<file path="config.mk">
export PLATFORM = sky130hd
export DESIGN_NAME = ula_multdiv
export DESIGN_NICKNAME = d
export VERILOG_FILES = /design/src/rtl/ula_multdiv.sv
export SDC_FILE = /design/constraint.sdc
export NUM_CORES = 1
export LEC_CHECK = 0
export BUFFER_PORTS_ARGS = -buffer_cell sky130_fd_sc_hd__buf_2
export CAP_MARGIN = 5
export CORE_MARGIN = 5
export CORE_UTILIZATION = 40
export DETAILED_ROUTE_END_ITERATION = 10
export PLACE_DENSITY = 0.6
export SLEW_MARGIN = 10
export SYNTH_ARGS = -nofsm -noshare
export SYNTH_HDL_FRONTEND = slang
export SYNTH_SLANG_ARGS = --single-unit
</file>
<file path="constraint.sdc">
create_clock -name clk -period 4.6 [get_ports clk]
set_input_delay 0.46 -clock clk [delete_from_list [all_inputs] [get_ports clk]]
set_output_delay 0.46 -clock clk [all_outputs]
set_load 0.005 [all_outputs]
</file>
<file path="src/rtl/ula_multdiv.sv">
// Iterative MIPS HI/LO multiply/divide unit: one shift-add or restoring
// shift-subtract step per cycle, with architectural HI/LO registers.
module ula_multdiv #(
  parameter int WIDTH = 32
) (
  input  logic             clk,
  input  logic             rst_n,
  input  logic             start,
  input  logic [5:0]       funct,
  input  logic [WIDTH-1:0] a,
  input  logic [WIDTH-1:0] b,
  output logic             busy,
  output logic             done,
  output logic             erro,
  output logic [WIDTH-1:0] hi,
  output logic [WIDTH-1:0] lo
);
  localparam int CW = $clog2(WIDTH + 1);
  localparam logic [CW-1:0] CNT_ONE  = CW'(1);
  localparam logic [CW-1:0] CNT_LOAD = CW'(WIDTH);
  localparam logic [5:0] F_MULT  = 6'b011000;
  localparam logic [5:0] F_MULTU = 6'b011001;
  localparam logic [5:0] F_DIV   = 6'b011010;
  localparam logic [5:0] F_DIVU  = 6'b011011;
  localparam logic [5:0] F_MTHI  = 6'b010001;
  localparam logic [5:0] F_MTLO  = 6'b010011;

  typedef enum logic [1:0] {IDLE, PREP, CALC, FIX} state_t;

  state_t             state_r, state_s;
  logic [5:0]         op_r;
  logic [WIDTH-1:0]   a_r, b_r, d_r, q_r;
  logic [WIDTH:0]     r_r;
  logic [CW-1:0]      cnt_r;
  logic               neg_q_r, neg_r_r;

  logic               idle_start_s, is_md_s, is_div_s, div0_s;
  logic               accept_md_s, accept_mthi_s, accept_mtlo_s;
  logic               op_mul_s, op_signed_s;
  logic [WIDTH-1:0]   mag_a_s, mag_b_s, quo_fix_s, rem_fix_s;
  logic [WIDTH:0]     add_s, sh_s, diff_s;
  logic [2*WIDTH-1:0] prod_s, prod_fix_s;

  // Request decode; only an IDLE unit looks at start.
  always_comb begin
    idle_start_s  = start && (state_r == IDLE);
    is_div_s      = (funct == F_DIV) || (funct == F_DIVU);
    is_md_s       = (funct == F_MULT) || (funct == F_MULTU) || is_div_s;
    div0_s        = idle_start_s && is_div_s && (b == {WIDTH{1'b0}});
    accept_md_s   = idle_start_s && is_md_s && !div0_s;
    accept_mthi_s = idle_start_s && (funct == F_MTHI);
    accept_mtlo_s = idle_start_s && (funct == F_MTLO);
  end

  // Per-step arithmetic on the latched operation.
  always_comb begin
    op_mul_s    = (op_r == F_MULT) || (op_r == F_MULTU);
    op_signed_s = (op_r == F_MULT) || (op_r == F_DIV);
    if (op_signed_s && a_r[WIDTH-1]) mag_a_s = -a_r;
    else                             mag_a_s = a_r;
    if (op_signed_s && b_r[WIDTH-1]) mag_b_s = -b_r;
    else                             mag_b_s = b_r;
    if (q_r[0]) add_s = {1'b0, r_r[WIDTH-1:0]} + {1'b0, d_r};
    else        add_s = {1'b0, r_r[WIDTH-1:0]};
    sh_s   = {r_r[WIDTH-1:0], q_r[WIDTH-1]};
    diff_s = sh_s - {1'b0, d_r};
    prod_s = {r_r[WIDTH-1:0], q_r};
    if (neg_q_r) begin
      prod_fix_s = -prod_s;
      quo_fix_s  = -q_r;
    end else begin
      prod_fix_s = prod_s;
      quo_fix_s  = q_r;
    end
    if (neg_r_r) rem_fix_s = -r_r[WIDTH-1:0];
    else         rem_fix_s = r_r[WIDTH-1:0];
  end

  // Next-state logic.
  always_comb begin
    state_s = state_r;
    case (state_r)
      IDLE: begin
        if (accept_md_s) state_s = PREP;
        else             state_s = IDLE;
      end
      PREP: state_s = CALC;
      CALC: begin
        if (cnt_r == CNT_ONE) state_s = FIX;
        else                  state_s = CALC;
      end
      FIX:     state_s = IDLE;
      default: state_s = IDLE;
    endcase
  end

  // State register.
  always_ff @(posedge clk or negedge rst_n) begin
    if (!rst_n) state_r <= IDLE;
    else        state_r <= state_s;
  end

  // Datapath, handshake and HI/LO registers.
  always_ff @(posedge clk or negedge rst_n) begin
    if (!rst_n) begin
      busy    <= 1'b0;
      done    <= 1'b0;
      erro    <= 1'b0;
      hi      <= {WIDTH{1'b0}};
      lo      <= {WIDTH{1'b0}};
      op_r    <= 6'd0;
      a_r     <= {WIDTH{1'b0}};
      b_r     <= {WIDTH{1'b0}};
      d_r     <= {WIDTH{1'b0}};
      q_r     <= {WIDTH{1'b0}};
      r_r     <= {(WIDTH+1){1'b0}};
      cnt_r   <= {CW{1'b0}};
      neg_q_r <= 1'b0;
      neg_r_r <= 1'b0;
    end else begin
      busy <= (state_s != IDLE);
      done <= div0_s || accept_mthi_s || accept_mtlo_s || (state_r == FIX);
      if (div0_s)
        erro <= 1'b1;
      else if (accept_md_s || accept_mthi_s || accept_mtlo_s)
        erro <= 1'b0;
      else
        erro <= erro;
      if (accept_md_s) begin
        op_r <= funct;
        a_r  <= a;
        b_r  <= b;
      end
      case (state_r)
        PREP: begin
          q_r     <= mag_a_s;
          d_r     <= mag_b_s;
          r_r     <= {(WIDTH+1){1'b0}};
          cnt_r   <= CNT_LOAD;
          neg_q_r <= op_signed_s && (a_r[WIDTH-1] ^ b_r[WIDTH-1]);
          neg_r_r <= op_signed_s && a_r[WIDTH-1];
        end
        CALC: begin
          cnt_r <= cnt_r - CNT_ONE;
          if (op_mul_s) begin
            r_r <= {1'b0, add_s[WIDTH:1]};
            q_r <= {add_s[0], q_r[WIDTH-1:1]};
          end else if (!diff_s[WIDTH]) begin
            r_r <= diff_s;
            q_r <= {q_r[WIDTH-2:0], 1'b1};
          end else begin
            r_r <= sh_s;
            q_r <= {q_r[WIDTH-2:0], 1'b0};
          end
        end
        default: begin
        end
      endcase
      // Divide writes quotient to LO and remainder to HI.
      if (state_r == FIX) begin
        if (op_mul_s) begin
          hi <= prod_fix_s[2*WIDTH-1:WIDTH];
          lo <= prod_fix_s[WIDTH-1:0];
        end else begin
          hi <= rem_fix_s;
          lo <= quo_fix_s;
        end
      end else if (accept_mthi_s) begin
        hi <= a;
      end else if (accept_mtlo_s) begin
        lo <= a;
      end else begin
        hi <= hi;
        lo <= lo;
      end
    end
  end
endmodule
</file>
==> results of run 1 <==
[layout by cell type (no fill, tap or decap), types with 8 or more instances in the layout]
cell type / Yosys / final
sky130_fd_sc_hd__a211oi_1: 10 / 10
sky130_fd_sc_hd__a21o_1: 37 / 37
sky130_fd_sc_hd__a21oi_1: 137 / 137
sky130_fd_sc_hd__a31oi_1: 13 / 13
sky130_fd_sc_hd__and2_1: 8 / 8
sky130_fd_sc_hd__and3_1: 9 / 9
sky130_fd_sc_hd__buf_2: 3 / 138
sky130_fd_sc_hd__buf_4: 0 / 42
sky130_fd_sc_hd__clkbuf_16: 0 / 29
sky130_fd_sc_hd__clkbuf_8: 0 / 9
sky130_fd_sc_hd__dfrtp_1: 243 / 243
sky130_fd_sc_hd__ha_1: 75 / 71
sky130_fd_sc_hd__inv_1: 94 / 94
sky130_fd_sc_hd__mux2_2: 75 / 75
sky130_fd_sc_hd__mux2i_1: 80 / 80
sky130_fd_sc_hd__nand2_1: 202 / 201
sky130_fd_sc_hd__nand2b_1: 18 / 17
sky130_fd_sc_hd__nand3_1: 30 / 30
sky130_fd_sc_hd__nand4_1: 18 / 18
sky130_fd_sc_hd__nor2_1: 127 / 126
sky130_fd_sc_hd__nor2b_1: 13 / 13
sky130_fd_sc_hd__nor3_1: 36 / 36
sky130_fd_sc_hd__nor4_1: 20 / 20
sky130_fd_sc_hd__o211ai_1: 76 / 76
sky130_fd_sc_hd__o21ai_0: 199 / 199
sky130_fd_sc_hd__o21bai_1: 8 / 8
sky130_fd_sc_hd__o22ai_1: 10 / 10
sky130_fd_sc_hd__o31ai_1: 27 / 27
sky130_fd_sc_hd__o41ai_1: 13 / 13
sky130_fd_sc_hd__or3_1: 25 / 25
sky130_fd_sc_hd__or4_1: 15 / 15
sky130_fd_sc_hd__xnor2_1: 100 / 100
sky130_fd_sc_hd__xor2_1: 68 / 67
[sequential cells by signal, indices dropped and copies added, names as in the netlist, 2 cells and up]
signal   cells
state_r      2
q_r         32
d_r         32
b_r         32
a_r         32
cnt_r        6
lo          32
r_r         32
op_r         6
hi          32
[area by class of cell]
class	count	area [sq um]	share of cell area (%)
repair buffers	184	1070	5.45
flip-flops and latches	243	6080	30.9
multi-input cells	1543	10400	53.2
clock inverters	9	101	0.516
well taps	585	732	3.72
inverters	95	357	1.81
clock buffers	41	861	4.38
[layer usage]
| metal | global-route usage, % | wire (um) |
|---|---|---|
| met3 | 2.86 | 3530 |
| met1 | 31.2 | 24500 |
| met4 | 6.95 | 1660 |
| met5 | 0 | 0 |
| met2 | 35.6 | 24200 |
[what timing repair did]
action                    in CTS  in global routing
hold endpoints to repair      25                  0
setup buffers                  0                  0
hold buffers                   1                  0
[kinds of logic (layout without fill, tap and decap cells)]
group                    after synthesis  in the layout  synth area share (%)
AND/OR/NAND/NOR                      546            546                  15.1
XOR/XNOR                             168            168                  8.53
multiplexers                         155            155                  9.54
flip-flops                           243            243                  35.2
adder cells (fa/ha/maj)               77             77                  5.67
buffers and inverters                205            329                  4.52
AO/OA/AOI/OAI                        597            597                  21.4
[power by group through the flow]
stage	Sequential [mW]	Combinational (mW)	Clock (mW)
floorplan	2.88	2.54	0
global placement	3.01	3.45	0
detailed placement	3.03	3.46	0
CTS	2.99	3.48	2.41
global route	3.06	3.89	2.51
finish	3.00	3.51	2.35
[critical path: cells and delay by family, from the launching register on]
kind,cells,cell delay (ps)
DFF,1,480
AOI/OAI and AO/OA,6,1300
and+or+nand+nor,1,200
adders and majority gates,2,590
xor gates and xnor gates,1,360
muxes,1,380
buffers and inverters,2,490
[per-stage QoR]
| stage | total power, mW | util (%) | hold slack (ps) | std cells | area, sq um |
|---|---|---|---|---|---|
| final | 8.87 | 45.8 | 142 | 2700 | 19700 |
| after global routing | 9.46 | 45.8 | 133 | 2700 | 19700 |
| after CTS | 8.88 | 45.8 | 121 | 2700 | 19700 |
| after detailed placement | 6.49 | 43.6 | 455 | 2649 | 18700 |
| after global placement | 6.46 | 43.6 | 449 | 2649 | 18700 |
| after floorplan | 5.43 | - | 164 | 1991 | 17300 |
[how the worst max path moves through the flow]
| stage | from | to | cells after the start |
|---|---|---|---|
| 6_report | q_r[31] | r_r[3] | 13 |
| 5_1_grt | q_r[31] | r_r[17] | 13 |
| 4_1_cts | q_r[31] | r_r[3] | 13 |
| 3_5_place_dp | q_r[31] | r_r[3] | 13 |
| 3_3_place_gp | q_r[31] | r_r[3] | 13 |
| 2_1_floorplan | r_r[0] | hi[26] | 12 |
==> impl_metrics.prom, run 1 <==
# TYPE chip_impl_metric gauge
chip_impl_metric{name="die_height",unit="um"} 218
chip_impl_info{name="synth.top_cells.by_area",value="sky130_fd_sc_hd__dfrtp_1 35%, sky130_fd_sc_hd__o21ai_0 5.8%, sky130_fd_sc_hd__ha_1 5.4%"} 1
chip_impl_info{name="timing.critical_path.slowest_stage_cell",value="sky130_fd_sc_hd__dfrtp_1"} 1
chip_impl_info{name="hold_path_class",value="in2reg"} 1
chip_impl_info{name="synth_largest_area_cell",value="sky130_fd_sc_hd__dfrtp_1"} 1
chip_impl_metric{name="cp.required",unit="ps"} 5010
chip_impl_info{name="synthMostInstantiatedCell",value="sky130_fd_sc_hd__dfrtp_1"} 1
chip_impl_metric{name="synth.avg_cell_area",unit="sq um"} 8.67
chip_impl_metric{name="drtAntennaViolNets",unit=""} 0
chip_impl_metric{name="min_path_cells",unit=""} 2
chip_impl_metric{name="max-vdd-ir-drop",unit="uV"} 268
chip_impl_info{name="tritoncts",value="done"} 1
chip_impl_metric{name="detail_route.first_pass.iterations",unit=""} 6
chip_impl_metric{name="report.final.hold_viol_count",unit=""} 0
chip_impl_metric{name="grt_max_degree",unit=""} 110
chip_impl_info{name="run_status",value="complete, no violations"} 1
chip_impl_metric{name="reg2reg_slack",unit="ps"} 630
chip_impl_metric{name="floorplan.initialDensity",unit="%"} 40.2
chip_impl_metric{name="total_leakage_power",unit="nW"} 9.09
chip_impl_metric{name="coreArea",unit="sq um"} 42900
chip_impl_info{name="setup.worst_path.class",value="reg2reg"} 1
chip_impl_metric{name="ys_ff_latch",unit=""} 243
chip_impl_metric{name="worstMarginPinSlew",unit="ps"} 995
chip_impl_metric{name="routed_wirelength",unit="um"} 53900
chip_impl_metric{name="floorplan.die_area",unit="sq um"} 47400
chip_impl_metric{name="clock.fmax",unit="MHz"} 252
chip_impl_metric{name="portBuffers",unit=""} 139
chip_impl_metric{name="setup_violations",unit=""} 0
chip_impl_metric{name="antennaDiodeCount",unit=""} 0
chip_impl_metric{name="post-route-drc-count",unit=""} 0
chip_impl_metric{name="initial_detailed_routing_violation_count",unit=""} 1300
chip_impl_metric{name="post_drt_wl_per_cell",unit="um"} 20.0
chip_impl_info{name="worst_reg2reg_path_startpoint",value="q_r[31]"} 1
chip_impl_metric{name="post_synth_instance_area",unit="sq um"} 17300
chip_impl_metric{name="initial_antenna_violation_count",unit=""} 0
chip_impl_metric{name="period_needed",unit="ps"} 3970
chip_impl_info{name="hold_end",value="b_r[26]"} 1
chip_impl_metric{name="clock-skew-final",unit="ps"} 15.1
chip_impl_metric{name="tritoncts.num_buffers",unit=""} 29
chip_impl_metric{name="power_frac_comb",unit="%"} 39.6
chip_impl_metric{name="timing.final.max_slew_violations",unit=""} 0
chip_impl_metric{name="cts.repair.resized",unit=""} 0
chip_impl_metric{name="cts.reportedPaths.clkPinSlew",unit="ps"} 70
chip_impl_metric{name="clkSinkCount",unit=""} 243
chip_impl_metric{name="seq_power_share",unit="%"} 33.9
chip_impl_metric{name="finalCritPeriodShare",unit="%"} 86.3
chip_impl_metric{name="num_rows",unit=""} 76
chip_impl_metric{name="timing.final.ws_setup",unit="ps"} 629
chip_impl_metric{name="cts_max_path_buffers",unit=""} 3
chip_impl_metric{name="die_w",unit="um"} 218
chip_impl_metric{name="critPathMaxFanout",unit=""} 29
chip_impl_metric{name="power.clock.fraction",unit="%"} 26.5
chip_impl_metric{name="worstSkewPairLatency",unit="ps"} 560
chip_impl_metric{name="number_of_unique_standard_cell_types_used_by_synthesis",unit=""} 73
chip_impl_info{name="crit-reg2reg-capture",value="r_r[3]"} 1
chip_impl_metric{name="worst_ep_arrival_time",unit="ps"} 4380
chip_impl_info{name="setup.worst_path.end_class",value="flip-flop"} 1
chip_impl_metric{name="synth.net_count",unit=""} 2141
chip_impl_metric{name="synth.top_cell.area_share",unit="%"} 35.2
chip_impl_metric{name="gr-total-overflow",unit=""} 0
chip_impl_metric{name="global_route.usage.total",unit="%"} 22.1
chip_impl_metric{name="hpwlAfterDp",unit="um"} 40200
chip_impl_metric{name="synth_edf_count",unit=""} 0
chip_impl_metric{name="grt_pass1_wl",unit="um"} 84700
chip_impl_info{name="start_kind",value="flip-flop"} 1
chip_impl_metric{name="first_global_vias",unit=""} 15300
chip_impl_info{name="crit_path_cell_trace",value="inv_1 > ha_1 > fa_1 > nand2b_1 > a21oi_1 > o21ai_0 > a21o_1 > o21ai_0 > xor2_4 > buf_4 > mux2_2 > a21oi_1 > o22ai_1"} 1
chip_impl_metric{name="power_per_cell_area",unit="nW/um^2"} 451
chip_impl_metric{name="p_switching",unit="mW"} 3.57
chip_impl_metric{name="p_int",unit="mW"} 5.30
chip_impl_metric{name="cpPeakStageDelay",unit="ps"} 480
chip_impl_metric{name="synth_seq_area_share",unit="%"} 35.2
chip_impl_metric{name="synthToLayoutAreaGrowth",unit="%"} 13.9
chip_impl_info{name="holdCritStartpoint",value="b[26]"} 1
chip_impl_metric{name="fillers",unit=""} 4224
chip_impl_metric{name="number_of_cells_traversed_by_the_worst_register_to_register_path",unit=""} 13
chip_impl_metric{name="detailroute.via_count",unit=""} 15500
chip_impl_metric{name="setup_total_negative_slack",unit="ps"} 0
chip_impl_metric{name="maxCapViolCount",unit=""} 0
chip_impl_metric{name="max_slew_margin",unit="%"} 33.7
chip_impl_metric{name="post_synth_inst_count",unit=""} 1991
chip_impl_metric{name="sw_frac_of_total",unit="%"} 40.2
chip_impl_info{name="cts.root.buffer_cell",value="sky130_fd_sc_hd__clkbuf_16"} 1
chip_impl_metric{name="final_nets",unit=""} 2246
chip_impl_metric{name="detail_route.vias_per_cell",unit=""} 5.73
chip_impl_metric{name="yosysWarnings",unit=""} 0
chip_impl_metric{name="io_pins",unit=""} 140
chip_impl_metric{name="post-place-ws",unit="ps"} 727
chip_impl_metric{name="async_flop_share",unit="%"} 100
chip_impl_metric{name="drive_gt1_share",unit="%"} 15.7
chip_impl_metric{name="final_weighted_congestion_in_routability_driven_placement",unit=""} 0.932
chip_impl_metric{name="h-tree-depth",unit=""} 1
chip_impl_info{name="grt_setup_unrepaired",value="false"} 1
chip_impl_info{name="synth_top_flop_cell",value="sky130_fd_sc_hd__dfrtp_1"} 1
chip_impl_info{name="synth_common_cells",value="243 x sky130_fd_sc_hd__dfrtp_1, 202 x sky130_fd_sc_hd__nand2_1, 199 x sky130_fd_sc_hd__o21ai_0, 137 x sky130_fd_sc_hd__a21oi_1, 127 x sky130_fd_sc_hd__nor2_1"} 1
(Power assumes the default switching activity.)
==> run 2: changes to the inputs <==
--- a/config.mk
+++ b/config.mk
@@ -8,9 +8,10 @@
 export BUFFER_PORTS_ARGS = -buffer_cell sky130_fd_sc_hd__buf_2
 export CAP_MARGIN = 5
 export CORE_MARGIN = 5
-export CORE_UTILIZATION = 40
+export CORE_UTILIZATION = 60
 export DETAILED_ROUTE_END_ITERATION = 10
-export PLACE_DENSITY = 0.6
+export PLACE_DENSITY = 0.83
+export REMOVE_ABC_BUFFERS = 1
 export SLEW_MARGIN = 10
 export SYNTH_ARGS = -nofsm -noshare
 export SYNTH_HDL_FRONTEND = slang
==> constraint.sdc (replaced) <==
create_clock -name clk -period 4.6 [get_ports clk]
set_input_delay 0.92 -clock clk [delete_from_list [all_inputs] [get_ports clk]]
set_output_delay 0.92 -clock clk [all_outputs]
set_load 0.005 [all_outputs]
==> run 2 against run 1 <==
  * Combinational power barely moved
  * Clock skew rose by 19 ps
  * First-iteration DRC count rose by 40%
  * Total power fell by 0.78%
  * Register-to-register slack barely moved
  * Global-route usage rose by 8.1 points
  * Largest cell class unchanged
==> impl_metrics.prom, run 2 (synthesis gave the netlist of run 1 again) <==
# TYPE chip_impl_metric gauge
chip_impl_info{name="setup.worst_path.end_class",value="flip-flop"} 1
chip_impl_metric{name="hold_buffers",unit=""} 0
chip_impl_metric{name="drive_gt1_share",unit="%"} 15.3
chip_impl_metric{name="global_route.usage.total",unit="%"} 30.2
chip_impl_metric{name="period_needed",unit="ps"} 3970
chip_impl_metric{name="first_global_vias",unit=""} 15800
chip_impl_metric{name="critPathMaxFanout",unit=""} 29
chip_impl_info{name="mostFrequentLayoutCell",value="sky130_fd_sc_hd__dfrtp_1"} 1
chip_impl_metric{name="floorplan.initialDensity",unit="%"} 60.4
chip_impl_metric{name="cts.reportedPaths.clkPinSlew",unit="ps"} 60
chip_impl_metric{name="initial_detailed_routing_violation_count",unit=""} 1815
chip_impl_metric{name="h-tree-depth",unit=""} 1
chip_impl_metric{name="timing.final.max_slew_violations",unit=""} 0
chip_impl_metric{name="clkSinkCount",unit=""} 243
chip_impl_info{name="run_status",value="complete, no violations"} 1
chip_impl_metric{name="max_slew_margin",unit="%"} 33.8
chip_impl_metric{name="setup_violations",unit=""} 0
chip_impl_metric{name="total_leakage_power",unit="nW"} 9.02
chip_impl_metric{name="clock.fmax",unit="MHz"} 252
chip_impl_metric{name="portBuffers",unit=""} 139
chip_impl_metric{name="grt_max_degree",unit=""} 93
chip_impl_metric{name="cts_max_path_buffers",unit=""} 3
chip_impl_metric{name="final_area",unit="sq um"} 19300
chip_impl_metric{name="detailroute.via_count",unit=""} 15900
chip_impl_info{name="start_kind",value="flip-flop"} 1
chip_impl_metric{name="cts_setup_buffers",unit=""} 0
chip_impl_metric{name="finalCritPeriodShare",unit="%"} 86.3
chip_impl_metric{name="hpwlAfterDp",unit="um"} 37200
chip_impl_info{name="most-common-layout-cells",value="242 x sky130_fd_sc_hd__dfrtp_1, 201 x sky130_fd_sc_hd__nand2_1, 199 x sky130_fd_sc_hd__o21ai_0, 138 x sky130_fd_sc_hd__buf_2, 137 x sky130_fd_sc_hd__a21oi_1"} 1
chip_impl_metric{name="floorplan.die_area",unit="sq um"} 32300
chip_impl_metric{name="cp.required",unit="ps"} 5020
chip_impl_info{name="grt_setup_unrepaired",value="false"} 1
chip_impl_metric{name="routed_wirelength",unit="um"} 50600
chip_impl_metric{name="antennaDiodeCount",unit=""} 0
chip_impl_metric{name="num_rows",unit=""} 62
chip_impl_metric{name="drtAntennaViolNets",unit=""} 0
chip_impl_info{name="cts.root.buffer_cell",value="sky130_fd_sc_hd__clkbuf_16"} 1
chip_impl_metric{name="initial_antenna_violation_count",unit=""} 0
chip_impl_metric{name="final_weighted_congestion_in_routability_driven_placement",unit=""} 0.963
chip_impl_metric{name="power_per_cell_area",unit="nW/um^2"} 456
chip_impl_info{name="hold_path_class",value="in2async"} 1
chip_impl_metric{name="worst_ep_arrival_time",unit="ps"} 4390
chip_impl_metric{name="cts.repair.resized",unit=""} 0
chip_impl_metric{name="post-route-drc-count",unit=""} 0
chip_impl_metric{name="worstMarginPinSlew",unit="ps"} 993
chip_impl_metric{name="detail_route.vias_per_cell",unit=""} 6.38
chip_impl_metric{name="detail_route.first_pass.iterations",unit=""} 9
chip_impl_metric{name="report.final.hold_viol_count",unit=""} 0
chip_impl_metric{name="maxCapViolCount",unit=""} 0
chip_impl_metric{name="post_drt_wl_per_cell",unit="um"} 20.3
chip_impl_info{name="setup.worst_path.class",value="reg2reg"} 1
chip_impl_info{name="tritoncts",value="done"} 1
chip_impl_metric{name="dpl-instance-area",unit="sq um"} 18400
chip_impl_metric{name="io_pins",unit=""} 140
chip_impl_metric{name="layout.core_utilization",unit="%"} 67.6
chip_impl_metric{name="grt_pass1_wl",unit="um"} 82000
chip_impl_metric{name="tritoncts.num_buffers",unit=""} 27
chip_impl_metric{name="final_nets",unit=""} 2238
chip_impl_metric{name="die_height",unit="um"} 180
chip_impl_metric{name="clock-skew-final",unit="ps"} 33.7
chip_impl_metric{name="gr-total-overflow",unit=""} 0
chip_impl_metric{name="synthToLayoutAreaGrowth",unit="%"} 11.8
chip_impl_metric{name="worstSkewPairLatency",unit="ps"} 560
chip_impl_metric{name="coreArea",unit="sq um"} 28500
chip_impl_metric{name="die_w",unit="um"} 180
chip_impl_metric{name="max-vdd-ir-drop",unit="uV"} 358
## run 2: changes by cell type in the layout (fill, tap and decap cells not counted), moves of 2 or more
cell / change
sky130_fd_sc_hd__clkbuf_8: -5
sky130_fd_sc_hd__bufinv_16: +2
sky130_fd_sc_hd__buf_4: -4
sky130_fd_sc_hd__clkbuf_16: -2
sky130_fd_sc_hd__clkbuf_1: +2
## run 2: power by group
part	internal (mW)	switching [mW]	leakage, nW
clock network	1.37	0.907	0.453
registers	2.52	0.499	3.11
logic	1.38	2.12	5.46
## run 2: cell type report
type                       count  area [sq um]
clock inverter                11           173
clock buffer                  36           749
timing repair buffer         178          1010
tap                          384           480
fill                        2346          9260
multi-input combinational   1543         10400
sequential                   243          6080
inverter                      95           357
## run 2: per-layer routing
metal  vias to the layer above  GRT usage, %  routed length (um)
li1                       7387             -                   -
met1                      7579          40.9               20800
met2                       782          50.5               23800
met3                       137          4.61                4320
met4                         0          9.57                1660
met5                         -             0                   0
## run 2: path summary, 6_finish.rpt
check | slack, ps | start | cells past startpoint | endpoint
max | 630 | r_r[17] | 12 | r_r[3]
max reg2reg | 630 | r_r[17] | 12 | r_r[3]
max in group asynchronous | 2990 | rst_n | 2 | b_r[23]
min | 380 | rst_n | 1 | lo[4]
min reg2reg | 480 | op_r[4] | 1 | op_r[4]
min in group clk | 480 | op_r[4] | 1 | op_r[4]
## run 2: metrics by stage
| step | power (mW) | TNS [ps] | hold WS [ps] | setup slack, ps | cells |
|---|---|---|---|---|---|
| CTS | 8.74 | 0 | 409 | 676 | 2490 |
| detailed placement | 6.44 | 0 | 458 | 694 | 2443 |
| global placement | 6.33 | 0 | 449 | 789 | 2443 |
| floorplan | 5.38 | -183 | 435 | -51.7 | 1881 |
| global route | 9.31 | 0 | 440 | 345 | 2490 |
| finish | 8.80 | 0 | 381 | 629 | 2490 |
## run 2: worst max-delay path, cell delays in order, from the launching register on
cell                        delay (ps)
sky130_fd_sc_hd__dfrtp_1           490
sky130_fd_sc_hd__ha_1              430
sky130_fd_sc_hd__and3_1            230
sky130_fd_sc_hd__nand2_1           100
sky130_fd_sc_hd__a2111oi_0         790
sky130_fd_sc_hd__nand2_1           100
sky130_fd_sc_hd__o21ai_0           320
sky130_fd_sc_hd__xor2_2            150
sky130_fd_sc_hd__buf_4             200
sky130_fd_sc_hd__buf_4             370
sky130_fd_sc_hd__mux2_2            390
sky130_fd_sc_hd__a21oi_1           160
sky130_fd_sc_hd__o22ai_1            80
